File: src/rtl/fetch_unit.sv
// Instruction fetch stage: owns the PC, issues one outstanding imem request at a time
// and buffers fetched instructions in a DEPTH-entry FIFO that feeds decode.
module fetch_unit #(
    parameter int unsigned     XLEN     = 32,
    parameter int unsigned     ILEN     = 32,
    parameter int unsigned     DEPTH    = 4,
    parameter logic [XLEN-1:0] RESET_PC = '0,
    parameter int unsigned     PC_STEP  = 1
) (
    input  logic            clk,
    input  logic            rst,
    input  logic            redirect_valid,
    input  logic [XLEN-1:0] redirect_pc,
    output logic            imem_req,
    output logic [XLEN-1:0] imem_addr,
    input  logic            imem_ack,
    input  logic [ILEN-1:0] imem_rdata,
    output logic            dec_valid,
    input  logic            dec_ready,
    output logic [ILEN-1:0] dec_instr,
    output logic [XLEN-1:0] dec_pc,
    output logic [XLEN-1:0] dec_npc
);

    localparam int unsigned     PW      = $clog2(DEPTH);
    localparam logic [PW:0]     DEPTH_C = (PW + 1)'(DEPTH);
    localparam logic [XLEN-1:0] STEP_C  = XLEN'(PC_STEP);

    typedef enum logic [1:0] {
        IDLE = 2'd0,
        REQ  = 2'd1,
        DROP = 2'd2
    } state_e;

    state_e          state_q, state_d;
    logic [XLEN-1:0] pc_q, pc_d;
    logic [XLEN-1:0] stale_q, stale_d;
    logic [PW-1:0]   rptr_q, rptr_d;
    logic [PW-1:0]   wptr_q, wptr_d;
    logic [PW:0]     count_q, count_d;
    logic [ILEN-1:0] instr_mem_q [DEPTH];
    logic [XLEN-1:0] pc_mem_q    [DEPTH];

    logic            req_s;
    logic            xfer_s;
    logic            enq_s;
    logic            deq_s;
    logic [PW:0]     count_next_s;

    // Next-state logic for the request FSM, PC and FIFO pointers.
    always_comb begin
        state_d      = state_q;
        pc_d         = pc_q;
        stale_d      = stale_q;
        rptr_d       = rptr_q;
        wptr_d       = wptr_q;
        count_d      = count_q;
        req_s        = (state_q == REQ) || (state_q == DROP);
        xfer_s       = req_s && imem_ack;
        enq_s        = (state_q == REQ) && xfer_s && !redirect_valid;
        deq_s        = (count_q != '0) && dec_ready;
        count_next_s = count_q + {{PW{1'b0}}, enq_s} - {{PW{1'b0}}, deq_s};

        if (redirect_valid) begin
            pc_d    = redirect_pc;
            rptr_d  = '0;
            wptr_d  = '0;
            count_d = '0;
            // An unanswered request must still complete; remember its address so it stays stable.
            if (req_s && !imem_ack) begin
                state_d = DROP;
                if (state_q == REQ) begin
                    stale_d = pc_q;
                end else begin
                    stale_d = stale_q;
                end
            end else begin
                state_d = REQ;
            end
        end else begin
            count_d = count_next_s;
            if (enq_s) begin
                wptr_d = wptr_q + PW'(1);
            end else begin
                wptr_d = wptr_q;
            end
            if (deq_s) begin
                rptr_d = rptr_q + PW'(1);
            end else begin
                rptr_d = rptr_q;
            end
            case (state_q)
                IDLE: begin
                    if (count_next_s < DEPTH_C) begin
                        state_d = REQ;
                    end else begin
                        state_d = IDLE;
                    end
                end
                REQ: begin
                    if (imem_ack) begin
                        pc_d = pc_q + STEP_C;
                        if (count_next_s < DEPTH_C) begin
                            state_d = REQ;
                        end else begin
                            state_d = IDLE;
                        end
                    end else begin
                        state_d = REQ;
                    end
                end
                DROP: begin
                    if (imem_ack) begin
                        state_d = REQ;
                    end else begin
                        state_d = DROP;
                    end
                end
                default: state_d = REQ;
            endcase
        end
    end

    // Control state registers with synchronous reset.
    always_ff @(posedge clk) begin
        if (rst) begin
            state_q <= REQ;
            pc_q    <= RESET_PC;
            stale_q <= '0;
            rptr_q  <= '0;
            wptr_q  <= '0;
            count_q <= '0;
        end else begin
            state_q <= state_d;
            pc_q    <= pc_d;
            stale_q <= stale_d;
            rptr_q  <= rptr_d;
            wptr_q  <= wptr_d;
            count_q <= count_d;
        end
    end

    // FIFO storage; contents need no reset because count_q qualifies them.
    always_ff @(posedge clk) begin
        if (enq_s) begin
            instr_mem_q[wptr_q] <= imem_rdata;
            pc_mem_q[wptr_q]    <= pc_q;
        end
    end

    assign imem_req  = req_s && !rst;
    assign imem_addr = (state_q == DROP) ? stale_q : pc_q;
    assign dec_valid = (count_q != '0) && !rst;
    assign dec_instr = rst ? '0 : instr_mem_q[rptr_q];
    assign dec_pc    = rst ? '0 : pc_mem_q[rptr_q];
    assign dec_npc   = dec_pc + STEP_C;

endmodule
File: config.mk
export PLATFORM = sky130hd
export DESIGN_NAME = fetch_unit
export DESIGN_NICKNAME = d
export VERILOG_FILES = /design/src/rtl/fetch_unit.sv
export SDC_FILE = /design/constraint.sdc
export NUM_CORES = 1
export LEC_CHECK = 0
export ABC_AREA = 1
export CAP_MARGIN = 20
export CORE_UTILIZATION = 50
export DETAILED_ROUTE_END_ITERATION = 8
export PLACE_DENSITY = 0.81
export SYNTH_ARGS = -nofsm -noshare
export SYNTH_HDL_FRONTEND = slang
export SYNTH_SLANG_ARGS = --single-unit
File: constraint.sdc
create_clock -name clk -period 6.08 [get_ports clk]
set_input_delay 1.216 -clock clk [delete_from_list [all_inputs] [get_ports clk]]
set_output_delay 1.216 -clock clk [all_outputs]
set_load 0.05 [all_outputs]
==> results of run 1 <==
-- state kept, by name (all words and copies together), names as in the netlist, named ones only --
signal       count
instr_mem_q    128
count_q          3
wptr_q           2
stale_q         32
rptr_q           2
state_q          2
pc_mem_q       128
pc_q            32
-- power groups by stage --
stage	combinational (uW)	clock, uW	sequential [uW]
after floorplan	477	0	2580
after global placement	716	0	2600
after detailed placement	725	0	2600
after CTS	730	2120	2560
after global routing	783	2200	2560
final	733	2100	2560
-- cell type report --
type	instances	area share, %
Clock buffer	42	4.71
Clock inverter	20	1.17
Inverter	125	2.50
Multi-Input combinational cell	1235	29.9
Sequential cell	331	48.0
Tap cell	396	2.58
Timing Repair Buffer	216	11.1
-- final timing paths --
path | endpoint | cells after the start | from | slack (ns)
setup / recovery | dec_npc[18] | 10 | register | 0.78
hold / removal | stale_q[4] | 2 | stale_q[4] | 0.45
setup reg to reg | state_q[0] | 15 | state_q[1] | 3.14
hold reg to reg | stale_q[4] | 2 | stale_q[4] | 0.45
-- logic make-up (layout without fill, tap and decap cells) --
group | after synthesis | after routing | synth area share, %
simple gates | 955 | 955 | 25.5
flops | 331 | 331 | 57.9
compound gates | 238 | 238 | 7.74
buf+inv | 214 | 403 | 6.24
xor+xnor | 29 | 29 | 1.60
fa+ha+maj | 13 | 13 | 1.07
-- placed cells by master, fill, tap and decap left out, types with 16 or more instances in the layout --
master and n:
xor2_1 25, nor2_1 237, clkbuf_16 35, buf_4 25
inv_1 118, a31oi_1 16, nand2_1 489, o21ai_0 124
a21oi_1 91, edfxtp_1 256, clkdlybuf4s50_1 188, nor2_2 23
dfxtp_1 73, nand3_1 144
-- worst max-delay path: cells and delay by family, from the launching register on --
family	cells	cell delay [ns]
adder cells (fa/ha/maj)	1	0.31
AND/OR/NAND/NOR	6	0.99
flip-flops	1	0.47
buffers and inverters	2	1.52
AO/OA/AOI/OAI	1	0.25
-- per-stage QoR --
stage / std cells / worst slack [ns] / power, uW / util (%) / area (um2)
2_1_floorplan: 1780 / 0.596 / 3060 / - / 15900
3_3_place_gp: 2302 / 0.980 / 3320 / 58.3 / 18000
3_5_place_dp: 2302 / 0.937 / 3330 / 58.3 / 18000
4_1_cts: 2364 / 0.736 / 5400 / 61.9 / 19100
5_1_grt: 2365 / 0.568 / 5550 / 62.0 / 19200
6_report: 2365 / 0.782 / 5390 / 62.0 / 19200
-- routing by layer --
layer	track usage (%)	part of all wire [%]	up-vias
li1	-	-	6250
met5	0	0	-
met3	3.40	8.6	73
met2	40.8	46	653
met4	8.03	2.6	0
met1	37.1	42	5964
==> impl_metrics.toml, run 1 <==
[synthesis]
yosys_warnings = 0
yosys.area.top_type_share_pct = 48.4
async_reset_ff_share_pct = 0
synth-seq-cells = 331
syn_area_um2 = 15900
synth_nets = 1862
synth_common_cells = "nand2_1, edfxtp_1, nor2_1"
synth_area_leaders = "edfxtp_1, nand2_1, dfxtp_1"
synth_enable_flop_cells = 256
syn_inst = 1780
yosysTopAreaCell = "edfxtp_1"
ys_types = 35
synth.most_common_cell = "nand2_1"
syn_area_per_cell_um2 = 8.92
ys.flop_type = "edfxtp_1"
synth-seq-area-share_pct = 57.9

[drt]
dr_total_vias = 12900
drt_first_iter_violations = 1518
viasPerCell = 5.47
ant_nets = 0
first_pass_iters = 6
wl_per_cell_um = 17.8
drt-total-wl_um = 42100
drc_errors = 0

[timing]
fin_setup_tns_ns = 0
max_freq_ghz = 0.189
slew_headroom_pct = 33.5
final_hold_viol_count = 0
period_share_pct = 87.1
timing_worst_slew_pin_value_ns = 0.998
worst_hold_slack_ns = 0.452
setup_viol = 0
min_period_ns = 5.30
rsz0062_at_grt = "no"
clock_skew_ns = 0.0214
drv_slew = 0

[floorplanning]
die_h_um = 180
fp.dieW_um = 180
coreArea_um2 = 30900
ios = 199
die_area_um2 = 32500
core.rowCount = 64
start_util_pct = 51.4

[clocking]
cts.hold.buffers_added = 0
root_buffer = "clkbuf_16"
path_clk_slew_ns = 0.06
htreeDepth = 2
tritoncts = "built"
clk_latency_ns = 0.52
clock-sinks = 331
cts_resized = 0
cts_buffer_depth = 3
cts_made_buffers = 34
cts_setup_buffers = 0

[global_routing]
grt_max_degree = 128
grt_pass1_wl_um = 66500
grt_pass1_vias = 12200
overflow = 0
antenna_found_initial = 0
gr-usage-all-layers_pct = 25.8

[place]
portBuffers = 198
gp_congestion = 0.918
place_hpwl_um = 27300

[setup_path]
critPathMostFrequentCell = "nand3_1"
start_kind = "register"
critPathCaptureType = "output pin"
path_cells = "inv_4 > nand3_1 > a21oi_1 > ha_1 > and3_1 > nand3_2 > nor2_4 > nand3_1 > nand2_1 > clkdlybuf4s50_1"
critical-path-slowest-cell = "clkdlybuf4s50_1"
critical_path_class = "register to output pin"
crit_path_max_incr_delay_ns = 0.81
crit_arrival_ns = 4.08
crit_required_ns = 4.86
critPathMaxFanout = 72

[power_and_ir_drop]
pwr-share-comb_pct = 13.6
clock_power_share_pct = 38.9
swShare_pct = 26.4
leakage_uw = 0.00707
internal-power_uw = 3970
switchingPower_uw = 1420
power_density_nw_per_um2 = 281
pwr-share-seq_pct = 47.5
ir_drop_uv = 153

[final_layout]
fin_nets = 2025
area_delta_synth_final_pct = 20.7
regArea_um2 = 9190
multi_input_area_um2 = 5740
fillers = 2480
drive_gt1_share_pct = 7.41
antenna-diode-count = 0

[hold_path]
hold_class = "register to register"

[status]
status = "finished, final reports clean"

[job]
cap_violations = 0
Note: power is estimated with default switching activity, not from simulation.
==> inputs of run 2 (changes only) <==
- CORE_MARGIN: default -> 2
- clock period: 6.08 -> 5 ns (I/O delays scaled with it)
==> impl_metrics.toml, run 2 (synthesis results as in run 1) <==
[setup_path]
critPathCaptureType = "output pin"
crit_required_ns = 4.00
start_kind = "register"
rr_worst_depth = 16
r2r_slack_ns = 1.59
crit_arrival_ns = 3.36
r2r-end = "state_q[0]"
critical_path_class = "register to output pin"
cp-endpoint = "dec_pc[28]"
r2r-start = "state_q[0]"
critPathMaxFanout = 68

[place]
place_hpwl_um = 27800
dp_cells = 2316
gp_congestion = 0.886
portBuffers = 198

[power_and_ir_drop]
swShare_pct = 26.7
internal-power_uw = 4720
power_density_nw_per_um2 = 333
pwr-share-seq_pct = 48.3
switchingPower_uw = 1720
ir_drop_uv = 249
pwr-share-comb_pct = 14.3
leakage_uw = 0.00717
clock_power_share_pct = 37.3

[floorplanning]
die_area_um2 = 33200
start_util_pct = 50.6
coreArea_um2 = 31400
fp.dieW_um = 182
ios = 199
core.rowCount = 65
die_h_um = 182

[global_routing]
use_met1_pct = 34.7
grt_pass1_vias = 12500
grt_pass1_wl_um = 65800
overflow = 0
gr-max-usage-layer = "met2"
gr-usage-all-layers_pct = 25.0
grt_max_degree = 69
antenna_found_initial = 0
grtUsageMet3_pct = 3.61
grtUsageMet2_pct = 40.9

[clocking]
cts_made_buffers = 34
clock-sinks = 331
root_buffer = "clkbuf_16"
cts.hold.buffers_added = 0
clk_latency_ns = 0.52
htreeDepth = 2
tritoncts = "built"
cts_buffer_depth = 3
path_clk_slew_ns = 0.06
cts_setup_buffers = 0
cts_resized = 0

[final_layout]
layout_common_cells = "nand2_1, edfxtp_1, nor2_1"
drive_gt1_share_pct = 8.66
antenna-diode-count = 0
area_delta_synth_final_pct = 21.9
fin_cells = 2377
final_common_cell = "nand2_1"
biggestRegsByFlops = "instr_mem_q (128), pc_mem_q (128)"
fin_nets = 2032

[drt]
first_pass_iters = 5
dr_total_vias = 13000
drc_errors = 0
ant_nets = 0
drt-total-wl_um = 41700
wl_per_cell_um = 17.5
drt_first_iter_violations = 1309
viasPerCell = 5.49

[timing]
max_freq_ghz = 0.229
final_hold_viol_count = 0
timing_worst_slew_pin_value_ns = 0.817
slew_headroom_pct = 45.5
period_share_pct = 87.2
rsz0062_at_grt = "no"
min_period_ns = 4.36
clock_skew_ns = 0.0151
drv_slew = 0
setup_viol = 0
fin_setup_tns_ns = 0

[status]
status = "finished, final reports clean"

[job]
cap_violations = 0

[hold_path]
hold_class = "register to register"
## run 2: worst min path at each step
stage               depth (start not counted)        start           to
floorplan                                   2  stale_q[13]  stale_q[13]
global placement                            2   stale_q[1]   stale_q[1]
detailed placement                          2  stale_q[13]  stale_q[13]
CTS                                         2   stale_q[1]   stale_q[1]
global route                                2   stale_q[4]   stale_q[4]
finish                                      2   stale_q[1]   stale_q[1]
## run 2: power groups by stage
stage               clock network, uW  logic, uW  registers, uW
CTS                              2430        920           3110
floorplan                           0        580           3140
global route                     2550        985           3120
detailed placement                  0        915           3170
finish                           2400        923           3110
global placement                    0        907           3160
## run 2: worst max-delay path, cell delays in order, from the launching register on
cell	delay [ns]
dfxtp_4	0.48
inv_8	0.35
buf_4	0.55
nand2_1	0.11
nand3_1	0.11
nand2_1	0.07
nor2_1	0.28
clkdlybuf4s50_1	0.88
## run 2: routing by layer
metal	wire [um]	share of wire [%]	vias to the layer above
met5	0	0	-
met1	17500	42	6031
met2	19500	47	671
met4	1080	2.6	0
met3	3540	8.5	87
li1	-	-	6254
## run 2: cell type report
cell class                 instances  area (um2)
multi-input combinational       1235        5740
sequential                       331        9190
fill                            2502       12000
timing repair buffer             223        2380
tap                              402         503
clock inverter                    22         189
clock buffer                      39         880
inverter                         125         479
## run 2: metrics by stage
step	instance area, um2	total power, uW	hold slack, ns	setup slack, ns	util, %
2_1_floorplan	15900	3720	0.424	0.181	-
3_3_place_gp	18300	4070	0.442	0.883	58.3
3_5_place_dp	18300	4080	0.449	0.823	58.3
4_1_cts	19400	6460	0.458	0.613	61.7
5_1_grt	19400	6650	0.476	0.343	61.7
6_report	19400	6440	0.453	0.641	61.7
==> inputs of run 3 (changes only) <==
- SLEW_MARGIN: default -> 40
==> results of run 3 <==
The final DEF is identical to that of run 2; final timing and power are the same.
